### config.mk
export PLATFORM = sky130hd
export DESIGN_NAME = paralelo_serial_flat
export DESIGN_NICKNAME = d
export VERILOG_FILES = /design/src/rtl/paralelo_serial_pkg.sv /design/src/rtl/paralelo_serial_if.sv /design/src/rtl/paralelo_serial_piso_shift.sv /design/src/rtl/paralelo_serial.sv /design/src/flat_wrapper.sv
export SDC_FILE = /design/constraint.sdc
export NUM_CORES = 1
export LEC_CHECK = 0
export BUFFER_PORTS_ARGS = -buffer_cell sky130_fd_sc_hd__buf_2
export CAP_MARGIN = 20
export CORE_MARGIN = 5
export CORE_UTILIZATION = 48
export DETAILED_ROUTE_END_ITERATION = 16
export GPL_TIMING_DRIVEN = 1
export PLACE_DENSITY = 0.72
export SKIP_CTS_REPAIR_TIMING = 1
export SLEW_MARGIN = 30
export SYNTH_ARGS = -nofsm -noshare
export SYNTH_HDL_FRONTEND = slang
export SYNTH_SLANG_ARGS = --single-unit
export TNS_END_PERCENT = 20
### constraint.sdc
create_clock -name clk_32f -period 2 [get_ports clk_32f]
set_input_delay 0.6 -clock clk_32f [delete_from_list [all_inputs] [get_ports clk_32f]]
set_output_delay 0.6 -clock clk_32f [all_outputs]
set_load 0.03 [all_outputs]
### src/rtl/paralelo_serial_pkg.sv
// ---------------------------------------------------------------------------
// paralelo_serial_pkg
//   Definitions shared by the PCIe-style physical-layer lane serializer
//   (paralelo_serial) and its receiver counterpart (serial_paralelo):
//   symbol width, the COM alignment/idle symbol and the link-state encoding.
// ---------------------------------------------------------------------------
package paralelo_serial_pkg;

  localparam int SYM_W = 8;

  // K28.5-style comma used both as training preamble and as line idle fill.
  localparam logic [SYM_W-1:0] COM_SYM = 8'hBC;

  typedef enum logic {
    SYNC   = 1'b0,
    ACTIVE = 1'b1
  } state_e;

endpackage

### src/rtl/paralelo_serial_if.sv
// ---------------------------------------------------------------------------
// paralelo_serial_if
//   Bundles the symbol-side handshake and the serial line of the lane
//   serializer.
//   data_in  : parallel symbol offered by upstream
//   valid    : data_in qualifier
//   data_out : serial line, MSB first
//   ready    : one-cycle pulse, the next edge samples data_in/valid
//   active   : sync preamble finished
//   master = upstream/line observer, slave = serializer.
// ---------------------------------------------------------------------------
interface paralelo_serial_if #(
  parameter int WIDTH = 8
) ();

  logic [WIDTH-1:0] data_in;
  logic             valid;
  logic             data_out;
  logic             ready;
  logic             active;

  modport master (
    output data_in,
    output valid,
    input  data_out,
    input  ready,
    input  active
  );

  modport slave (
    input  data_in,
    input  valid,
    output data_out,
    output ready,
    output active
  );

endinterface

### src/rtl/paralelo_serial_piso_shift.sv
// ---------------------------------------------------------------------------
// piso_shift
//   WIDTH-bit parallel-in/serial-out shift register, MSB first.
//   clk     : bit clock
//   rst_n   : asynchronous active-low reset, clears the register
//   load_i  : capture d_i (has priority over shift_i)
//   shift_i : shift left by one, zero fill
//   d_i     : parallel word
//   msb_o   : current MSB of the register (a flop output)
// ---------------------------------------------------------------------------
module piso_shift #(
  parameter int WIDTH = 8
) (
  input  logic             clk,
  input  logic             rst_n,
  input  logic             load_i,
  input  logic             shift_i,
  input  logic [WIDTH-1:0] d_i,
  output logic             msb_o
);

  logic [WIDTH-1:0] shreg_q;
  logic [WIDTH-1:0] shreg_d;

  always_comb begin
    shreg_d = shreg_q;
    if (load_i) begin
      shreg_d = d_i;
    end else if (shift_i) begin
      shreg_d = {shreg_q[WIDTH-2:0], 1'b0};
    end
  end

  always_ff @(posedge clk or negedge rst_n) begin
    if (!rst_n) begin
      shreg_q <= '0;
    end else begin
      shreg_q <= shreg_d;
    end
  end

  assign msb_o = shreg_q[WIDTH-1];

endmodule

### src/rtl/paralelo_serial.sv
// ---------------------------------------------------------------------------
// paralelo_serial
//   Transmit-side lane serializer. Sends SYNC_SYMBOLS COM symbols after
//   reset so the receiver can lock alignment, then serializes one symbol
//   every WIDTH clk_32f cycles, MSB first, with no gaps. When valid is low
//   at a load edge the line is filled with COM.
//   clk_32f : bit clock, rising edge
//   reset   : asynchronous active-low reset
//   bus     : slave side of paralelo_serial_if
//             (data_in, valid in; data_out, ready, active out)
// ---------------------------------------------------------------------------
module paralelo_serial
  import paralelo_serial_pkg::*;
#(
  parameter int               WIDTH        = SYM_W,
  parameter logic [WIDTH-1:0] COM          = WIDTH'(COM_SYM),
  parameter int               SYNC_SYMBOLS = 4
) (
  input  logic              clk_32f,
  input  logic              reset,
  paralelo_serial_if.slave  bus
);

  localparam int BCW = (WIDTH > 1) ? $clog2(WIDTH) : 1;
  localparam int SCW = $clog2(SYNC_SYMBOLS + 1);

  state_e           state_q, state_d;
  logic [BCW-1:0]   bit_cnt_q, bit_cnt_d;
  logic [SCW-1:0]   sync_cnt_q, sync_cnt_d;
  logic             load;
  logic [WIDTH-1:0] sym;

  always_ff @(posedge clk_32f or negedge reset) begin
    if (!reset) begin
      state_q    <= SYNC;
      bit_cnt_q  <= '0;
      sync_cnt_q <= '0;
    end else begin
      state_q    <= state_d;
      bit_cnt_q  <= bit_cnt_d;
      sync_cnt_q <= sync_cnt_d;
    end
  end

  always_comb begin
    state_d    = state_q;
    sync_cnt_d = sync_cnt_q;
    sym        = COM;
    load       = (bit_cnt_q == '0);
    bit_cnt_d  = (bit_cnt_q == BCW'(WIDTH - 1)) ? '0 : bit_cnt_q + BCW'(1);

    case (state_q)
      SYNC: begin
        if (load) begin
          if (sync_cnt_q != SCW'(SYNC_SYMBOLS)) begin
            sync_cnt_d = sync_cnt_q + SCW'(1);
          end
          // This edge loads the last preamble COM; data is taken from the next symbol slot.
          if (sync_cnt_q == SCW'(SYNC_SYMBOLS - 1)) begin
            state_d = ACTIVE;
          end
        end
      end
      ACTIVE: begin
        sym = bus.valid ? bus.data_in : COM;
      end
      default: begin
        state_d = SYNC;
      end
    endcase
  end

  assign bus.ready  = (state_q == ACTIVE) && load;
  assign bus.active = (state_q == ACTIVE);

  // The shifter MSB flop is the line driver: a load puts S[MSB] on the line,
  // each following shift exposes the next lower bit.
  piso_shift #(
    .WIDTH (WIDTH)
  ) u_piso (
    .clk     (clk_32f),
    .rst_n   (reset),
    .load_i  (load),
    .shift_i (!load),
    .d_i     (sym),
    .msb_o   (bus.data_out)
  );

endmodule
### src/flat_wrapper.sv
// flat-port wrapper written by rule: the top's interface ports become plain ports
module paralelo_serial_flat import paralelo_serial_pkg::*;
#(
  parameter int               WIDTH        = SYM_W,
  parameter logic [WIDTH-1:0] COM          = WIDTH'(COM_SYM),
  parameter int               SYNC_SYMBOLS = 4
)
  (clk_32f, reset, bus_data_in, bus_valid, bus_data_out, bus_ready, bus_active);
  paralelo_serial_if #(.WIDTH(WIDTH)) bus_i ();
  input  logic clk_32f;
  input  logic reset;
  input wire logic [$bits(bus_i.data_in)-1:0] bus_data_in;
  input wire logic [$bits(bus_i.valid)-1:0] bus_valid;
  output wire logic [$bits(bus_i.data_out)-1:0] bus_data_out;
  output wire logic [$bits(bus_i.ready)-1:0] bus_ready;
  output wire logic [$bits(bus_i.active)-1:0] bus_active;
  assign bus_i.data_in = bus_data_in;
  assign bus_i.valid = bus_valid;
  assign bus_data_out = bus_i.data_out;
  assign bus_ready = bus_i.ready;
  assign bus_active = bus_i.active;
  paralelo_serial #(.WIDTH(WIDTH), .COM(COM), .SYNC_SYMBOLS(SYNC_SYMBOLS)) u_core (.clk_32f(clk_32f), .reset(reset), .bus(bus_i));
endmodule
# Word-level counts from Yosys, hierarchy flattened
# Cells that the tools add are included.
[word_totals]
in_bits = 11
ff_bits = 15
elab_cells = 20
[classes]
n_reduce_logical = 3
n_bitwise = 1
eq_ne = 3
addsub = 2
muxes = 7
[op_table]
columns = ["op", "n"]
rows = [
  ["8-bit two-way mux", 3],
  ["3-bit by 1-bit adder with 3-bit output, second input constant", 2],
  ["3-bit by 2-bit equality test with 1-bit output, second input constant", 1],
  ["3-bit equality test, second input constant", 1],
  ["3-bit logical NOT", 1],
  ["1-bit two-way mux", 3],
  ["3-bit two-way mux", 1],
  ["3-bit inequality test, second input constant", 1],
  ["3-bit AND reduction", 1],
  ["1-bit logical AND", 1],
  ["1-bit inverter", 1],
]

# Logic depth before layout (Yosys ltp)
# Gate-level depths: netlist (run 1).
[depth]
word_depth = 4
ltp_mapped = 6
depth_no_buf = 5

# Modules after synthesis
# A second synthesis (run 1) with hierarchy kept.
[unflattened]
cells_unflattened = 72
hier_area_um2 = 779.5
[modules_own_cells]
columns = ["mod", "n_inst", "seq_area_each_um2", "cells_per_inst", "area_per_inst_um2"]
rows = [
  ["paralelo_serial", 1, 175.2, 38, 410.4],
  ["piso_shift", 1, 200.2, 34, 369.1],
]

# Least setup slack after synthesis (run 1)
# No wires, ideal clock.
[synth_timing]
path_kind = "register to output"
from = "reg u_core.bit_cnt_q[0]"
to = "out bus_ready"
slack_ns = 0.174
n_path_buf = 1
arrival_time_ns = 1.226
path_stages_with_launch = 6
cell_sequence = "dfrtp_1 > inv_1 > ha_1 > nor2b_1 > buf_2 > and2_1"
[synth_via]
elab_chain_len = 2
[synth_lines]
columns = ["element", "line", "text"]
rows = [
  ["from (decl)", "paralelo_serial.sv:28", "logic [BCW-1:0] bit_cnt_q, bit_cnt_d;"],
  ["from (signal assigned)", "paralelo_serial.sv:40", "bit_cnt_q <= bit_cnt_d;"],
  ["3-bit logical NOT", "paralelo_serial.sv:49", "load = (bit_cnt_q == '0);"],
  ["1-bit logical AND", "paralelo_serial.sv:73", "assign bus.ready = (state_q == ACTIVE) && load;"],
  ["to (decl)", "flat_wrapper.sv:15", "output wire logic [$bits(bus_i.ready)-1:0] bus_ready;"],
]
# Every way passes these cells.

# Worst setup path in the final report (run 1)
# Same ends and word-level chain as after synthesis.

==> results.txt, run 1 <==
----------------------------------------------------
[Clock tree]
  Total CTS buffers ... 3
  Root Driver ... sky130_fd_sc_hd__clkbuf_4
  Clock tree from TritonCTS ... built
  Clock latency on the worst-skew pair ... 0.27 ns
  Worst-path clk slew ... 0.08 ns
  H-Tree Depth ... 1
  Total number of clock tree sinks ... 15
  Clk buf depth ... 2

[STA]
  Unrepaired setup endpoints after global routing ... false
  Number of slew-limit violations in the final report ... 0
  Max frequency ... 529.3 MHz
  Slew @ Worst Pin ... 0.3253 ns
  Worst clock skew ... 0.001180 ns
  Minimum period implied by the final worst setup slack ... 1.889 ns
  Final setup violation count ... 0
  Remaining max-slew budget at the tightest pin ... 78.31%
  Final critical-path share of the clock period ... 94.47%
  Final Hold Vio Count ... 0
  Setup TNS Final ... 0 ns

[Synth]
  Largest area contributor in the netlist ... sky130_fd_sc_hd__dfrtp_1
  Average size of a mapped cell ... 13.50 sq um
  Post-synth cell types ... 18
  Net count of the mapped netlist ... 65
  Seq/Total Area, Yosys ... 57.92%
  Synthesis warning total ... 0
  Top-area cell type share of the netlist area ... 57.92%
  Cell Area, Synth ... 648.1 sq um
  Flops & latches, synth ... 15
  Dominant cells by area after synthesis ... sky130_fd_sc_hd__dfrtp_1 (58%), sky130_fd_sc_hd__ha_1 (12%), sky130_fd_sc_hd__o22a_1 (6.8%)
  Cells after Synth ... 48

[Cells and area]
  Antenna diode count ... 0
  Filler Cells Inserted ... 110
  Final-stage net count ... 85
  Area growth, synth to finish ... 23.75%
  Fraction of layout cells with a size suffix above 1 ... 38.81%

[Route]
  First-pass detailed-route iteration total ... 4
  Total vias in the final route ... 411
  Number of remaining DRC errors ... 0
  Final antenna-violating net count ... 0
  Routed wire length ... 1.089 mm
  Vias per cell ... 5.012
  Number of DRC violations after detailed-routing iteration 0 ... 3
  WL per Instance ... 13.28 um

[Min path]
  Class of the tightest hold or removal check ... in2async

[Power and ir drop]
  Reported leakage power ... 0.3861 nW
  Overall Power ... 0.5026 mW
  Power Dens Cells ... 626.6 nW/um^2
  Worst-case vdd ir drop ... 0.4150 mV

[Setup path]
  Crit. End Element ... output port
  Peak per-stage delay on the critical path ... 0.41 ns
  Buffering stage count on the worst path with inverters included ... 2
  Cell family with most CP delay ... flip-flops
  Critical path, cell by cell ... inv_2 -> ha_4 -> nor2b_4 -> and2_1 -> buf_6
  Required time of the worst setup path ... 1.40 ns
  Signal arrival time at the worst endpoint ... 1.29 ns
  Worst setup SP type ... flop
  Slowest cell on the critical path ... sky130_fd_sc_hd__dfrtp_1
  Worst setup path class ... reg2out
  Largest fanout of any net on the critical path ... 3

[Global routing]
  Number of global-route vias before repair ... 398
  Total global-route track usage ... 11.14%
  Maximum number of pins on one net before global-route repair ... 16
  GR Overflow Total ... 0
  Number of antenna violations at the first check in global routing ... 0
  Global-route wire length before repair ... 1.711 mm

[Status]
  Run status ... finished clean

[Floorplanning]
  Die span in y ... 46.75 um
  Initial Utilization ... 50.44%
  Placeable Area ... 1285 sq um
  Die width ... 46.75 um
  Die Footprint ... 2185 sq um
  IO Count ... 14
  Number of cell rows ... 13

[Placement]
  Routability congestion estimate ... 0.6981
  Total of buffers placed on input and output ports ... 13
  Total half-perimeter wirelength after legalization and detailed placement ... 846.1 um

[Run]
  Total of max-cap violations ... 0

----------------------------------------------------
==> registers in the layout, indices dropped and copies added, names as in the netlist <==
signal                 cells
u_core.bit_cnt_q           3
u_core.bus.active          1
u_core.sync_cnt_q          3
u_core.u_piso.shreg_q      8
==> where the power goes <==
| group | switching, mW | total, mW | internal [mW] |
|---|---|---|---|
| Clock | 0.0862 | 0.163 | 0.0771 |
| Sequential | 0.00215 | 0.313 | 0.311 |
| Combinational | 0.0126 | 0.0262 | 0.0136 |
| Total | 0.101 | 0.503 | 0.402 |
==> Yosys cell counts, drive strengths merged <==
library cell	n
and2	2
nor2	1
nand3	1
a22o	2
ha	6
dfrtp	15
buf	1
nor2b	2
mux2	1
nand2b	1
a211o	1
nor3	1
o32ai	1
o22a	5
and3	1
a21o	1
inv	5
xnor2	1
==> placed cells by master, fill, tap and decap left out, drive strengths merged <==
cell,count
buf,16
dfrtp,15
ha,6
o22a,5
inv,5
clkbuf,4
a22o,2
and2,2
nor2b,2
nand2b,1
and3,1
nand3,1
nor2,1
a21o,1
a211o,1
mux2,1
xnor2,1
nor3,1
o32ai,1
==> layer usage <==
metal / global-route usage (%) / part of all wire [%]
met1: 13.38 / 45
met2: 19.23 / 47
met3: 3.448 / 7.6
met4: 3.315 / 0
met5: 0 / 0
==> cells by family (layout without fill, tap and decap cells) <==
group / after synthesis / after routing / synth area share, %
DFF: 15 / 15 / 57.92
AOI/OAI and AO/OA: 10 / 10 / 13.32
and+or+nand+nor: 9 / 9 / 9.844
adders and majority gates: 6 / 6 / 11.58
buffers and inverters: 6 / 25 / 3.668
xor gates and xnor gates: 1 / 1 / 1.352
muxes: 1 / 1 / 2.316
==> final cells by class <==
class	instances	area, sq um	area share [%]
timing repair buffer	16	93.84	11.70
multi-input combinational	27	269.0	33.54
inverter	5	18.77	2.340
tap	15	18.77	2.340
clock buffer	4	26.28	3.276
sequential	15	375.4	46.80
==> stage by stage <==
step | instance area [sq um] | utilization (%) | setup WS, ns | std cells | hold WS (ns)
floorplan | 648.1 | - | 0.1744 | 48 | 0.3044
global placement | 734.5 | 57.16 | 0.3010 | 76 | 0.4417
detailed placement | 734.5 | 57.16 | 0.2532 | 76 | 0.4609
CTS | 760.7 | 59.20 | -0.05857 | 80 | 0.2175
global route | 802.0 | 62.41 | 0.01732 | 82 | 0.2129
finish | 802.0 | 62.41 | 0.1106 | 82 | 0.2140
==> final timing paths <==
check | start | endpoint | slack, ns | cells past startpoint
worst max-delay path | u_core.bit_cnt_q[0] | bus_ready | 0.11 | 5
worst min-delay path | reset | u_core.u_piso.shreg_q[3] | 0.21 | 1
worst max register to register | u_core.bit_cnt_q[0] | u_core.sync_cnt_q[1] | 0.58 | 5
worst min register to register | u_core.u_piso.shreg_q[4] | u_core.u_piso.shreg_q[5] | 0.48 | 1
max in group asynchronous | reset | u_core.sync_cnt_q[0] | 1.55 | 1
min in group clk_32f | u_core.u_piso.shreg_q[4] | u_core.u_piso.shreg_q[5] | 0.48 | 1
Power figures use the tool's default switching activity.
==> run 2: changes to the inputs <==
--- a/constraint.sdc
+++ b/constraint.sdc
@@ -3,2 +3,2 @@
 set_output_delay 0.6 -clock clk_32f [all_outputs]
-set_load 0.03 [all_outputs]
+set_load 0.02 [all_outputs]
==> run 2 against run 1 <==
Net effect:
- maximum frequency down 0.12%
- global-route usage unchanged
- design area down 1.4%
- critical path depth unchanged
- clock skew about the same
- setup slack worse by 0.0024 ns
- largest cell class unchanged
- utilization down 0.88 points
- sequential power about the same
==> results.txt, run 2 (synthesis gave the netlist of run 1 again) <==
----------------------------------------------------
[Setup path]
  Worst setup SP type ... flop
  Crit. End Element ... output port
  Largest fanout of any net on the critical path ... 3
  Worst setup path class ... reg2out
  Signal arrival time at the worst endpoint ... 1.29 ns
  Critical path, cell by cell ... inv_2 -> ha_4 -> nor2b_4 -> and2_1 -> buf_4
  Required time of the worst setup path ... 1.40 ns
  Peak per-stage delay on the critical path ... 0.39 ns
  Slowest cell on the critical path ... sky130_fd_sc_hd__dfrtp_1

[Cells and area]
  Fraction of layout cells with a size suffix above 1 ... 37.88%
  Number of standard cells in the layout, taps in and fillers out ... 81
  Final-stage net count ... 84
  Most common library cell in the layout ignoring fill and taps ... sky130_fd_sc_hd__dfrtp_1
  Most frequent cells in the layout ... sky130_fd_sc_hd__dfrtp_1 (15), sky130_fd_sc_hd__buf_2 (12), sky130_fd_sc_hd__o22a_1 (5), sky130_fd_sc_hd__ha_1 (5)
  Register with the most flip-flops ... u_core.u_piso.shreg_q
  Antenna diode count ... 0
  Utilization after layout ... 61.54%
  Area growth, synth to finish ... 22.01%
  Largest register FFs ... 8
  Registers with the highest flip-flop counts ... u_core.u_piso.shreg_q: 8 flops, u_core.bit_cnt_q: 3 flops, u_core.sync_cnt_q: 3 flops
  Post-Layout Inst Area ... 790.8 sq um

[Clock tree]
  H-Tree Depth ... 1
  Clock latency on the worst-skew pair ... 0.27 ns
  Total CTS buffers ... 3
  Clock tree from TritonCTS ... built
  Clk buf depth ... 2
  Total number of clock tree sinks ... 15
  Root Driver ... sky130_fd_sc_hd__clkbuf_4
  Worst-path clk slew ... 0.08 ns

[Power and ir drop]
  Reported leakage power ... 0.3799 nW
  Power Dens Cells ... 634.6 nW/um^2
  Overall Power ... 0.5018 mW
  Worst-case vdd ir drop ... 0.3989 mV

[Placement]
  Routability congestion estimate ... 0.6981
  Total of buffers placed on input and output ports ... 13
  Total half-perimeter wirelength after legalization and detailed placement ... 846.1 um
  Placement Cell Area ... 734.5 sq um
  Placement-stage worst setup slack ... 0.2865 ns
  Placed cells ... 76

[Route]
  Total vias in the final route ... 407
  Vias per cell ... 5.025
  First-pass detailed-route iteration total ... 4
  Number of DRC violations after detailed-routing iteration 0 ... 1
  WL per Instance ... 13.14 um
  Final antenna-violating net count ... 0
  Number of remaining DRC errors ... 0
  Routed wire length ... 1.064 mm

[Global routing]
  Number of antenna violations at the first check in global routing ... 0
  Maximum number of pins on one net before global-route repair ... 16
  Global-route wire length before repair ... 1.711 mm
  Number of global-route vias before repair ... 398
  Total global-route track usage ... 11.14%
  GR Overflow Total ... 0

[STA]
  Final critical-path share of the clock period ... 94.59%
  Worst clock skew ... 0.001350 ns
  Minimum period implied by the final worst setup slack ... 1.892 ns
  Final setup violation count ... 0
  Max frequency ... 528.6 MHz
  Fin worst setup slack ... 0.1082 ns
  Number of slew-limit violations in the final report ... 0
  Setup TNS Final ... 0 ns
  Unrepaired setup endpoints after global routing ... false
  Slew @ Worst Pin ... 0.3263 ns
  Final Hold Vio Count ... 0
  Remaining max-slew budget at the tightest pin ... 78.24%
  Worst slack on hold paths ... 0.2146 ns

[Floorplanning]
  Placeable Area ... 1285 sq um
  Initial Utilization ... 50.44%
  IO Count ... 14
  Die span in y ... 46.75 um
  Number of cell rows ... 13
  Die width ... 46.75 um
  Die Footprint ... 2185 sq um

[Status]
  Run status ... finished clean

[Min path]
  Class of the tightest hold or removal check ... in2async

[Run]
  Total of max-cap violations ... 0

----------------------------------------------------
run 2: changes by cell type in the layout (fill, tap and decap cells not counted), sizes merged:
cell  before  now
buf       16   15
run 2: area by class of cell:
| class | count | area (sq um) |
|---|---|---|
| clock buffer | 4 | 26.28 |
| fill | 110 | 494.2 |
| inverter | 5 | 18.77 |
| multi-input combinational | 27 | 269.0 |
| sequential | 15 | 375.4 |
| tap | 15 | 18.77 |
| timing repair buffer | 15 | 82.58 |
run 2: where the power goes:
part | internal, mW | switching, mW | leakage (nW)
logic | 0.0136 | 0.0118 | 0.191
registers | 0.311 | 0.00215 | 0.174
clock network | 0.0771 | 0.0862 | 0.0150
total | 0.402 | 0.100 | 0.380
run 2: path summary, 6_finish.rpt:
| kind | startpoint | endpoint | slack (ns) | cells after the start |
|---|---|---|---|---|
| min in group clk_32f | u_core.u_piso.shreg_q[4] | u_core.u_piso.shreg_q[5] | 0.48 | 1 |
| max | u_core.bit_cnt_q[0] | bus_ready | 0.11 | 5 |
| min | reset | u_core.u_piso.shreg_q[3] | 0.21 | 1 |
| max reg2reg | u_core.bit_cnt_q[1] | u_core.sync_cnt_q[1] | 0.58 | 5 |
| max in group asynchronous | reset | u_core.sync_cnt_q[0] | 1.55 | 1 |
| min reg2reg | u_core.u_piso.shreg_q[4] | u_core.u_piso.shreg_q[5] | 0.48 | 1 |
run 2: critical path, delay by kind of cell, from the launching register on:
kind          cells  cell delay (ns)
buf+inv           2             0.21
flops             1             0.39
simple gates      2             0.27
fa+ha+maj         1             0.16
run 2: metal layers:
layer  global-route usage, %  up-vias  part of all wire, %
li1                        -      207                    -
met2                   19.23       10                   47
met3                   3.448        0                  7.8
met4                   3.315        0                    0
met5                       0        -                    0
met1                   13.38      190                   45
